`config.mk`:
```
export PLATFORM = sky130hd
export DESIGN_NAME = fp_mac_sequencer
export DESIGN_NICKNAME = d
export VERILOG_FILES = /design/src/rtl/fp_mac_pkg.sv /design/src/rtl/axis_src_slot.sv /design/src/rtl/fp_mac_sequencer.sv
export SDC_FILE = /design/constraint.sdc
export NUM_CORES = 1
export LEC_CHECK = 0
export CORE_ASPECT_RATIO = 1.2
export CORE_MARGIN = 3
export CORE_UTILIZATION = 48
export DETAILED_ROUTE_END_ITERATION = 6
export PLACE_DENSITY = 0.95
export SYNTH_ARGS = -nofsm -noshare
export SYNTH_HDL_FRONTEND = slang
export SYNTH_SLANG_ARGS = --single-unit
```
`constraint.sdc`:
```
create_clock -name clk -period 3.9 [get_ports clk]
set_clock_uncertainty 0.1 [all_clocks]
set_input_delay 0.975 -clock clk [delete_from_list [all_inputs] [get_ports clk]]
set_output_delay 0.975 -clock clk [all_outputs]
set_load 0.03 [all_outputs]
```
`src/rtl/fp_mac_pkg.sv`:
```
// Shared types and constants for the floating-point MAC sequencer.
package fp_mac_pkg;

  localparam int MAX_LEN_DEF = 16;
  localparam int ADDR_W_DEF  = 4;

  localparam logic [31:0] FP_ZERO = 32'h0000_0000;

  typedef enum logic [2:0] {
    S_IDLE      = 3'd0,
    S_FETCH     = 3'd1,
    S_LATCH     = 3'd2,
    S_MUL_ISSUE = 3'd3,
    S_MUL_WAIT  = 3'd4,
    S_ADD_ISSUE = 3'd5,
    S_ADD_WAIT  = 3'd6,
    S_DONE      = 3'd7
  } state_t;

endpackage

```
`src/rtl/axis_src_slot.sv`:
```
// One AXI-Stream source beat: captures data on a load pulse, presents it
// until the consumer accepts it, and reports acceptance through done.
module axis_src_slot #(
  parameter int W = 32
) (
  input  logic         clk,
  input  logic         rst_n,
  input  logic         load,
  input  logic [W-1:0] load_data,
  input  logic         tready,
  output logic         tvalid,
  output logic [W-1:0] tdata,
  output logic         done
);

  logic accepted_r;

  // Hold the beat stable until accepted, then remember that it went out
  always_ff @(posedge clk or negedge rst_n) begin
    if (!rst_n) begin
      tvalid     <= 1'b0;
      tdata      <= {W{1'b0}};
      accepted_r <= 1'b0;
    end else if (load) begin
      tvalid     <= 1'b1;
      tdata      <= load_data;
      accepted_r <= 1'b0;
    end else if (tvalid && tready) begin
      tvalid     <= 1'b0;
      accepted_r <= 1'b1;
    end
  end

  // done also covers the accepting cycle so the issuer can leave without a bubble
  assign done = accepted_r | (tvalid & tready);

endmodule

```
`src/rtl/fp_mac_sequencer.sv`:
```
// Sequencer computing y = bias + sum(w[i]*x[i]) by time-sharing one fp32
// multiplier and one fp32 adder over AXI-Stream channels. Accumulation is
// strictly in index order so results match a scalar reference bit-exactly.
module fp_mac_sequencer
  import fp_mac_pkg::*;
#(
  parameter int MAX_LEN = MAX_LEN_DEF,
  parameter int ADDR_W  = ADDR_W_DEF
) (
  input  logic              clk,
  input  logic              rst_n,
  input  logic              start,
  input  logic [ADDR_W:0]   len,
  input  logic [31:0]       bias,
  output logic              op_rd,
  output logic [ADDR_W-1:0] op_addr,
  input  logic [31:0]       w_data,
  input  logic [31:0]       x_data,
  output logic              mul_a_tvalid,
  input  logic              mul_a_tready,
  output logic [31:0]       mul_a_tdata,
  output logic              mul_b_tvalid,
  input  logic              mul_b_tready,
  output logic [31:0]       mul_b_tdata,
  input  logic              mul_r_tvalid,
  output logic              mul_r_tready,
  input  logic [31:0]       mul_r_tdata,
  output logic              add_a_tvalid,
  input  logic              add_a_tready,
  output logic [31:0]       add_a_tdata,
  output logic              add_b_tvalid,
  input  logic              add_b_tready,
  output logic [31:0]       add_b_tdata,
  input  logic              add_r_tvalid,
  output logic              add_r_tready,
  input  logic [31:0]       add_r_tdata,
  output logic              busy,
  output logic [31:0]       result,
  output logic              result_valid,
  input  logic              result_ready
);

  state_t              state_r;
  logic [ADDR_W:0]     len_r;
  logic [ADDR_W:0]     len_clamped;
  logic [ADDR_W-1:0]   idx_r;
  logic [31:0]         acc_r;
  logic                mul_load;
  logic                add_load;
  logic                mul_a_done;
  logic                mul_b_done;
  logic                add_a_done;
  logic                add_b_done;
  logic                last_elem;

  // Clamp the requested length to the operand memory depth
  always_comb begin
    if (len > (ADDR_W+1)'(MAX_LEN)) begin
      len_clamped = (ADDR_W+1)'(MAX_LEN);
    end else begin
      len_clamped = len;
    end
  end

  // Operands arrive in LATCH; the product arrives on the multiplier result handshake
  assign mul_load  = (state_r == S_LATCH);
  assign add_load  = (state_r == S_MUL_WAIT) && mul_r_tvalid && mul_r_tready;
  assign last_elem = ({1'b0, idx_r} == (len_r - (ADDR_W+1)'(1)));

  axis_src_slot #(.W(32)) u_mul_a (
    .clk(clk), .rst_n(rst_n), .load(mul_load), .load_data(w_data),
    .tready(mul_a_tready), .tvalid(mul_a_tvalid), .tdata(mul_a_tdata), .done(mul_a_done)
  );

  axis_src_slot #(.W(32)) u_mul_b (
    .clk(clk), .rst_n(rst_n), .load(mul_load), .load_data(x_data),
    .tready(mul_b_tready), .tvalid(mul_b_tvalid), .tdata(mul_b_tdata), .done(mul_b_done)
  );

  axis_src_slot #(.W(32)) u_add_a (
    .clk(clk), .rst_n(rst_n), .load(add_load), .load_data(acc_r),
    .tready(add_a_tready), .tvalid(add_a_tvalid), .tdata(add_a_tdata), .done(add_a_done)
  );

  axis_src_slot #(.W(32)) u_add_b (
    .clk(clk), .rst_n(rst_n), .load(add_load), .load_data(mul_r_tdata),
    .tready(add_b_tready), .tvalid(add_b_tvalid), .tdata(add_b_tdata), .done(add_b_done)
  );

  // Main sequencing FSM with registered control outputs
  always_ff @(posedge clk or negedge rst_n) begin
    if (!rst_n) begin
      state_r      <= S_IDLE;
      len_r        <= (ADDR_W+1)'(0);
      idx_r        <= ADDR_W'(0);
      acc_r        <= FP_ZERO;
      op_rd        <= 1'b0;
      op_addr      <= ADDR_W'(0);
      mul_r_tready <= 1'b0;
      add_r_tready <= 1'b0;
      busy         <= 1'b0;
      result       <= FP_ZERO;
      result_valid <= 1'b0;
    end else begin
      case (state_r)
        S_IDLE: begin
          if (start) begin
            len_r <= len_clamped;
            acc_r <= bias;
            idx_r <= ADDR_W'(0);
            busy  <= 1'b1;
            if (len_clamped == (ADDR_W+1)'(0)) begin
              result       <= bias;
              result_valid <= 1'b1;
              state_r      <= S_DONE;
            end else begin
              op_rd   <= 1'b1;
              op_addr <= ADDR_W'(0);
              state_r <= S_FETCH;
            end
          end
        end
        S_FETCH: begin
          op_rd   <= 1'b0;
          state_r <= S_LATCH;
        end
        S_LATCH: begin
          state_r <= S_MUL_ISSUE;
        end
        S_MUL_ISSUE: begin
          if (mul_a_done && mul_b_done) begin
            mul_r_tready <= 1'b1;
            state_r      <= S_MUL_WAIT;
          end
        end
        S_MUL_WAIT: begin
          if (mul_r_tvalid) begin
            mul_r_tready <= 1'b0;
            state_r      <= S_ADD_ISSUE;
          end
        end
        S_ADD_ISSUE: begin
          if (add_a_done && add_b_done) begin
            add_r_tready <= 1'b1;
            state_r      <= S_ADD_WAIT;
          end
        end
        S_ADD_WAIT: begin
          if (add_r_tvalid) begin
            add_r_tready <= 1'b0;
            acc_r        <= add_r_tdata;
            if (last_elem) begin
              result       <= add_r_tdata;
              result_valid <= 1'b1;
              state_r      <= S_DONE;
            end else begin
              idx_r   <= idx_r + ADDR_W'(1);
              op_addr <= idx_r + ADDR_W'(1);
              op_rd   <= 1'b1;
              state_r <= S_FETCH;
            end
          end
        end
        S_DONE: begin
          if (result_ready) begin
            result_valid <= 1'b0;
            busy         <= 1'b0;
            state_r      <= S_IDLE;
          end
        end
        default: begin
          state_r <= S_IDLE;
        end
      endcase
    end
  end

endmodule

```
==> results.md, run 1 <==
- Status: complete, no violations
- Largest family of logic cells by synthesized area: multiplexers
- Fin cells: 1383
- Area growth, synth to finish: 47.8%
- Rows: 55
- Reg power frac: 0.337
- Syn Nets: 961
- DR vias/cell: 5.47
- Worst EP required: 4.18 ns
- IO Pins: 348
- Worst Hold End: u_mul_a.accepted_r
- Beginning of the worst hold path: u_mul_a.accepted_r
- Vias in the first global route: 8055
- Critical R2R Launch: len_r[0]
- Actual slew at the worst max-slew pin: 0.923 ns
- Crit path max fanout: 70
- Width of the die: around 130 um
- RSZ-0062 raised after global routing: no
- Reg2Reg Depth: 8
- Post-Synth Adder-Cell Area: 0.00270
- Layout cells sized above 1: 0.163
- Fin util: 0.723
- Detailed placement HPWL: ~19000 um
- Top-area cell type share of the netlist area: 0.597
- Power Internal: 0.00723 W
- TritonCTS Buffers: 22
- Slew Limit Fails: 0
- Pre-antenna DRT Iters: 5
- Sequential cell area: ~5500 sq um
- Largest net degree at the start of global routing: 98
- Post-CTS Setup Inserts: 0
- Worst-case vdd ir drop: 0.647 mV
- Worst hold stages: 2
- First DRT Iteration DRCs: 479
- Post-Synth XOR/XNOR Area: 0.00757
- Initial antenna violation count: 0
- Core area: ~19000 sq um
- Net Sw Power: 0.00477 W
- Combinational Power Share: 0.484
- Fmax: 323 MHz
- Period minus WS final: 3.10 ns
- Kind of critical path: in2reg
- Clock share of power: 0.179
- Commonest cells in the netlist: dfrtp_1, mux2_2, nor2_1
- Multi-input gate area: roughly 3400 sq um
- Sequential element share of the synthesized area: 0.597
- EDFF count, synth: 0
- Final wirelength: 27500 um
- Static leakage: 5.85 nW
- Pwr dens: slightly below 900 nW/um^2
- Hold Crit Class: reg2reg
- Mux share of post-synthesis cell area: 0.159
- Mapped Avg Cell Area: 11.8 sq um
- Antenna diodes: 0
- Post-synthesis register bit count: 221
- Worst EP arrival: 3.38 ns
- CTS tree: built
- Vias: 7562
- Post-CTS Resized: 0
- Remaining DRCs: 0
- Yosys top cell by area: dfrtp_1
- Most common cell in the netlist: dfrtp_1
- Sw Share: 0.397
- Final #Nets: 1290
- Final worst-path cycle share: 0.794
- GR Util All Layers: 0.254
- Root buffer cell: clkbuf_16
- MaxCap Viol Count: 0
- Synth area leaders: dfrtp_1, mux2_2, nor2_1
- WL per Instance: approximately 20 um
- CP Launch Type: input port
- Initial Util: 0.489
- Grt ovf: 0
- H-Tree Level Count: 1
- Worst skew pair latency: ~0.5 ns
- CTS Buffer Depth: 3
- FF-to-FF End: result[11]
- Die Ht: 158 um
- Worst-path clk slew: around 0.06 ns
- Gpl congestion: 0.828
- Port bufs: approximately 350
- Post-Syn Area: 9260 sq um
- First-pass GRT wire length: 42600 um
- Placed cells: 1345
- Die Footprint: between 20000 and 25000 sq um
- Synth cell types: 45
- Post-Synthesis Cells: 784
- Post-DRT Antenna Nets: 0
- Slew HR: 0.384
- Reg2Reg Setup Slack: 1.13 ns
- Final Hold Vio Count: 0
- Setup_tns: 0 ns
- WHS: 0.383 ns
- Worst Setup End Kind: flop
- Fill cells: 1223
- Post-Synth Simple-Gate Area: 0.0943
- Sink Count: about 220
- Setup-failing EPs final: 0
- Total of warnings raised by yosys: 0
- Synth Flop Type: dfrtp_1
- Async set-reset flop share out of synthesis: 1.00
- Compound-gate portion of the synthesized area: 0.107
- Hold_buf cts: 0
==> area by class of cell <==
class / count / share of cell area
inverter: 11 / 0.00302
timing repair buffer: 358 / 0.264
clock inverter: 9 / 0.00759
multi-input combinational: 499 / 0.252
sequential: 221 / 0.404
clock buffer: 29 / 0.0459
tap: 256 / 0.0234
==> registers in the layout, summed over array words and instances (netlist names), 4 cells and up <==
name and cells:
u_add_a.tdata 32, u_add_b.tdata 32, result 32, u_mul_a.tdata 32, idx_r 4, acc_r 32
u_mul_b.tdata 32, op_addr 4, len_r 5
==> kinds of logic (layout without fill, tap and decap cells) <==
logic type / after synthesis / after routing
compound gates: 144 / 144
fa+ha+maj: 2 / 2
xor+xnor: 8 / 8
flops: 221 / 221
buf+inv: 64 / 407
simple gates: 214 / 214
mux: 131 / 131
==> critical path, cell delays in order <==
cell	delay (ns)
clkdlybuf4s50_1	0.53
or3b_1	0.41
a21oi_4	0.18
buf_4	0.59
o211ai_1	0.36
a22o_1	0.32
==> worst max-delay path by stage <==
stage	start	end	slack, ns	cells past startpoint
floorplan	len[1]	result[0]	1.49	6
global placement	start	op_addr[2]	0.39	6
CTS	start	op_addr[2]	0.82	6
finish	start	op_addr[2]	0.80	6
detailed placement	start	op_addr[2]	0.33	6
global route	start	op_addr[2]	0.67	6
==> stage by stage <==
| step | instance area, sq um | power [W] | setup WS, ns |
|---|---|---|---|
| 4_1_cts | 13700 | 0.0121 | 0.821 |
| 3_3_place_gp | 12900 | 0.00963 | 0.392 |
| 6_report | 13700 | 0.0120 | 0.804 |
| 2_1_floorplan | 9260 | 0.00734 | 1.49 |
| 5_1_grt | 13700 | 0.0126 | 0.674 |
| 3_5_place_dp | 12900 | 0.00986 | 0.332 |
==> per-layer routing <==
layer	vias up	global-route usage	wire [um]
met5	-	0	0
met4	0	0.105	1080
met3	83	0.0779	2450
met2	396	0.454	14300
met1	3691	0.284	9710
li1	3392	-	-
==> power by group through the flow <==
stage / sequential (W) / clock (W) / combinational [W]
global placement: 0.00399 / 0 / 0.00564
finish: 0.00405 / 0.00214 / 0.00581
floorplan: 0.00556 / 0 / 0.00178
detailed placement: 0.00406 / 0 / 0.00580
global route: 0.00419 / 0.00229 / 0.00613
CTS: 0.00405 / 0.00219 / 0.00586
==> cells in the final DEF (no fill, tap or decap), types with 8 or more instances in the layout <==
cell type / n
nor2_1: 107
o22a_1: 34
dfrtp_1: 221
clkdlybuf4s50_1: 346
clkbuf_16: 23
inv_1: 11
mux2_2: 129
nand2_1: 76
a31oi_1: 33
a21oi_1: 42
nand2b_1: 8
Note: power is estimated with default switching activity, not from simulation.
==> run 2, diff against run 1 <==
CORE_UTILIZATION = 45   (was 48)
PLACE_DENSITY = 0.9   (was 0.95)
clock period = 3.2 ns   (was 3.9 ns; I/O delays follow)
==> results.md, run 2 (synthesis gave the netlist of run 1 again) <==
- Status: complete, no violations (unchanged)
- Worst EP required: 2.30 ns (was 4.18 ns)
- FF-to-FF End: result[26] (was result[11])
- Root buffer cell: clkbuf_16 (unchanged)
- WL per Instance: 19.9 um (about the same)
- IO Pins: 348 (unchanged)
- Detailed placement HPWL: 20000 um (was 19400 um)
- Slew HR: 0.532 (was 0.384)
- Worst Setup End Kind: primary output (was flop)
- Worst-case vdd ir drop: 0.678 mV (was 0.647 mV)
- Remaining DRCs: 0 (unchanged)
- Pwr dens: 1080 nW/um^2 (was 877 nW/um^2)
- Buf+Inv Stages, Crit Path: 1 (was 2)
- Commonest cells after routing, fill and taps aside: clkdlybuf4s50_1, dfrtp_1, mux2_2, nor2_1, nand2_1 (unchanged)
- Actual slew at the worst max-slew pin: 0.700 ns (was 0.923 ns)
- Final #Nets: 1298 (was 1290)
- Grt ovf: 0 (unchanged)
- Rows: 56 (was 55)
- Vias: 7481 (was 7562)
- Critical R2R Launch: state_r[0] (was len_r[0])
- Static leakage: 5.94 nW (was 5.85 nW)
- First DRT Iteration DRCs: 481 (was 479)
- Core area: 19900 sq um (was 18900 sq um)
- Fin util: 0.697 (was 0.723)
- Width of the die: 137 um (was 133 um)
- Critical-path cell with the highest stage delay: clkdlybuf4s50_1 (was buf_4)
- Most common cell after layout, fill and taps aside: clkdlybuf4s50_1 (unchanged)
- Largest net degree at the start of global routing: 67 (was 98)
- Initial antenna violation count: 3 (was 0)
- Area growth, synth to finish: 49.8% (was 47.8%)
- Setup-failing EPs final: 0 (unchanged)
- Reg2Reg Setup Slack: 0.72 ns (was 1.13 ns)
- GR Util All Layers: 0.246 (was 0.254)
- Slew Limit Fails: 0 (unchanged)
- H-Tree Level Count: 1 (unchanged)
- Post-CTS Setup Inserts: 0 (unchanged)
- Cell family with most CP delay: buffers and inverters (unchanged)
- Die Footprint: 22300 sq um (was 21000 sq um)
- CP Cell Sequence: clkdlybuf4s50_1 (was clkdlybuf4s50_1 -> or3b_1 -> a21oi_4 -> buf_4 -> o211ai_1 -> a22o_1)
- Setup_tns: 0 ns (unchanged)
- Worst EP arrival: 1.63 ns (was 3.38 ns)
- DR vias/cell: 5.34 (was 5.47)
- CP max stage delay: 0.70 ns (was 0.59 ns)
- Port bufs: 347 (unchanged)
- CP Launch Type: flop (was input port)
- Vias in the first global route: 7921 (was 8055)
- RSZ-0062 raised after global routing: no (unchanged)
- Die Ht: 163 um (was 158 um)
- Kind of critical path: reg2out (was in2reg)
- Worst skew pair latency: 0.51 ns (was 0.50 ns)
- Gpl congestion: 0.843 (was 0.828)
- CTS Buffer Depth: 3 (unchanged)
- Initial Util: 0.465 (was 0.489)
- MaxCap Viol Count: 0 (unchanged)
- Worst-path clk slew: 0.06 ns (about the same)
- CTS tree: built (unchanged)
- Post-DRT Antenna Nets: 0 (unchanged)
- Crit path max fanout: 2 (was 70)
- Final wirelength: 27900 um (was 27500 um)
- Sink Count: 221 (unchanged)
- Hold Crit Class: in2async (was reg2reg)
- Period minus WS final: approximately 2.5 ns
- TritonCTS Buffers: 24 (was 22)
- Fmax: 395 MHz
- Hold_buf cts: 0 (unchanged)
- Pre-antenna DRT Iters: 5 (unchanged)
- Post-CTS Resized: 0 (unchanged)
- Final worst-path cycle share: 0.792
- Reg2Reg Depth: 6 (was 8)
- First-pass GRT wire length: 43200 um (was 42600 um)
- Layout cells sized above 1: 0.169 (was 0.163)
- Final Hold Vio Count: 0 (unchanged)
==> run 2: worst max path at each step <==
stage                          start    endpoint  slack [ns]  cells after the start
final                     result[24]  result[24]        0.67                      1
after global routing      state_r[0]  result[25]        0.59                      6
after CTS                 result[24]  result[24]        0.64                      1
after detailed placement      len[1]   result[5]        0.26                      7
after global placement        len[1]   result[9]        0.30                      7
after floorplan               len[1]   result[0]        0.97                      6
==> run 2: area by class of cell <==
| class | count | area, sq um |
|---|---|---|
| timing repair buffer | 364 | 3670 |
| fill | 1371 | 6030 |
| clock buffer | 38 | 744 |
| antenna | 1 | 2.50 |
| tap | 261 | 327 |
| clock inverter | 6 | 105 |
| sequential | 221 | 5530 |
| inverter | 11 | 41.3 |
| multi-input combinational | 499 | 3450 |
==> run 2: stage by stage <==
step | instance area (sq um) | setup WS [ns] | std cells | total power, W | hold slack, ns
CTS | 13900 | 0.636 | 1400 | 0.0151 | 0.150
floorplan | 9260 | 0.967 | 784 | 0.00895 | 0.349
global route | 13900 | 0.588 | 1401 | 0.0157 | 0.163
global placement | 13000 | 0.302 | 1356 | 0.0118 | 0.370
detailed placement | 13000 | 0.256 | 1356 | 0.0120 | 0.386
finish | 13900 | 0.666 | 1401 | 0.0149 | 0.150
==> run 2: routing by layer <==
layer | part of all wire | global-route usage | up-vias
met3 | 0.11 | 0.0995 | 61
met5 | 0.00065 | 0 | -
met4 | 0.029 | 0.0767 | 4
li1 | - | - | 3406
met1 | 0.36 | 0.280 | 3650
met2 | 0.50 | 0.423 | 360
==> run 2: power by group <==
group	total [W]	switching [W]	leakage [nW]	internal [W]
Sequential	0.00493	0.000827	2.71	0.00410
Clock	0.00294	0.00110	0.420	0.00183
Combinational	0.00705	0.00386	2.81	0.00319
Total	0.0149	0.00579	5.94	0.00912
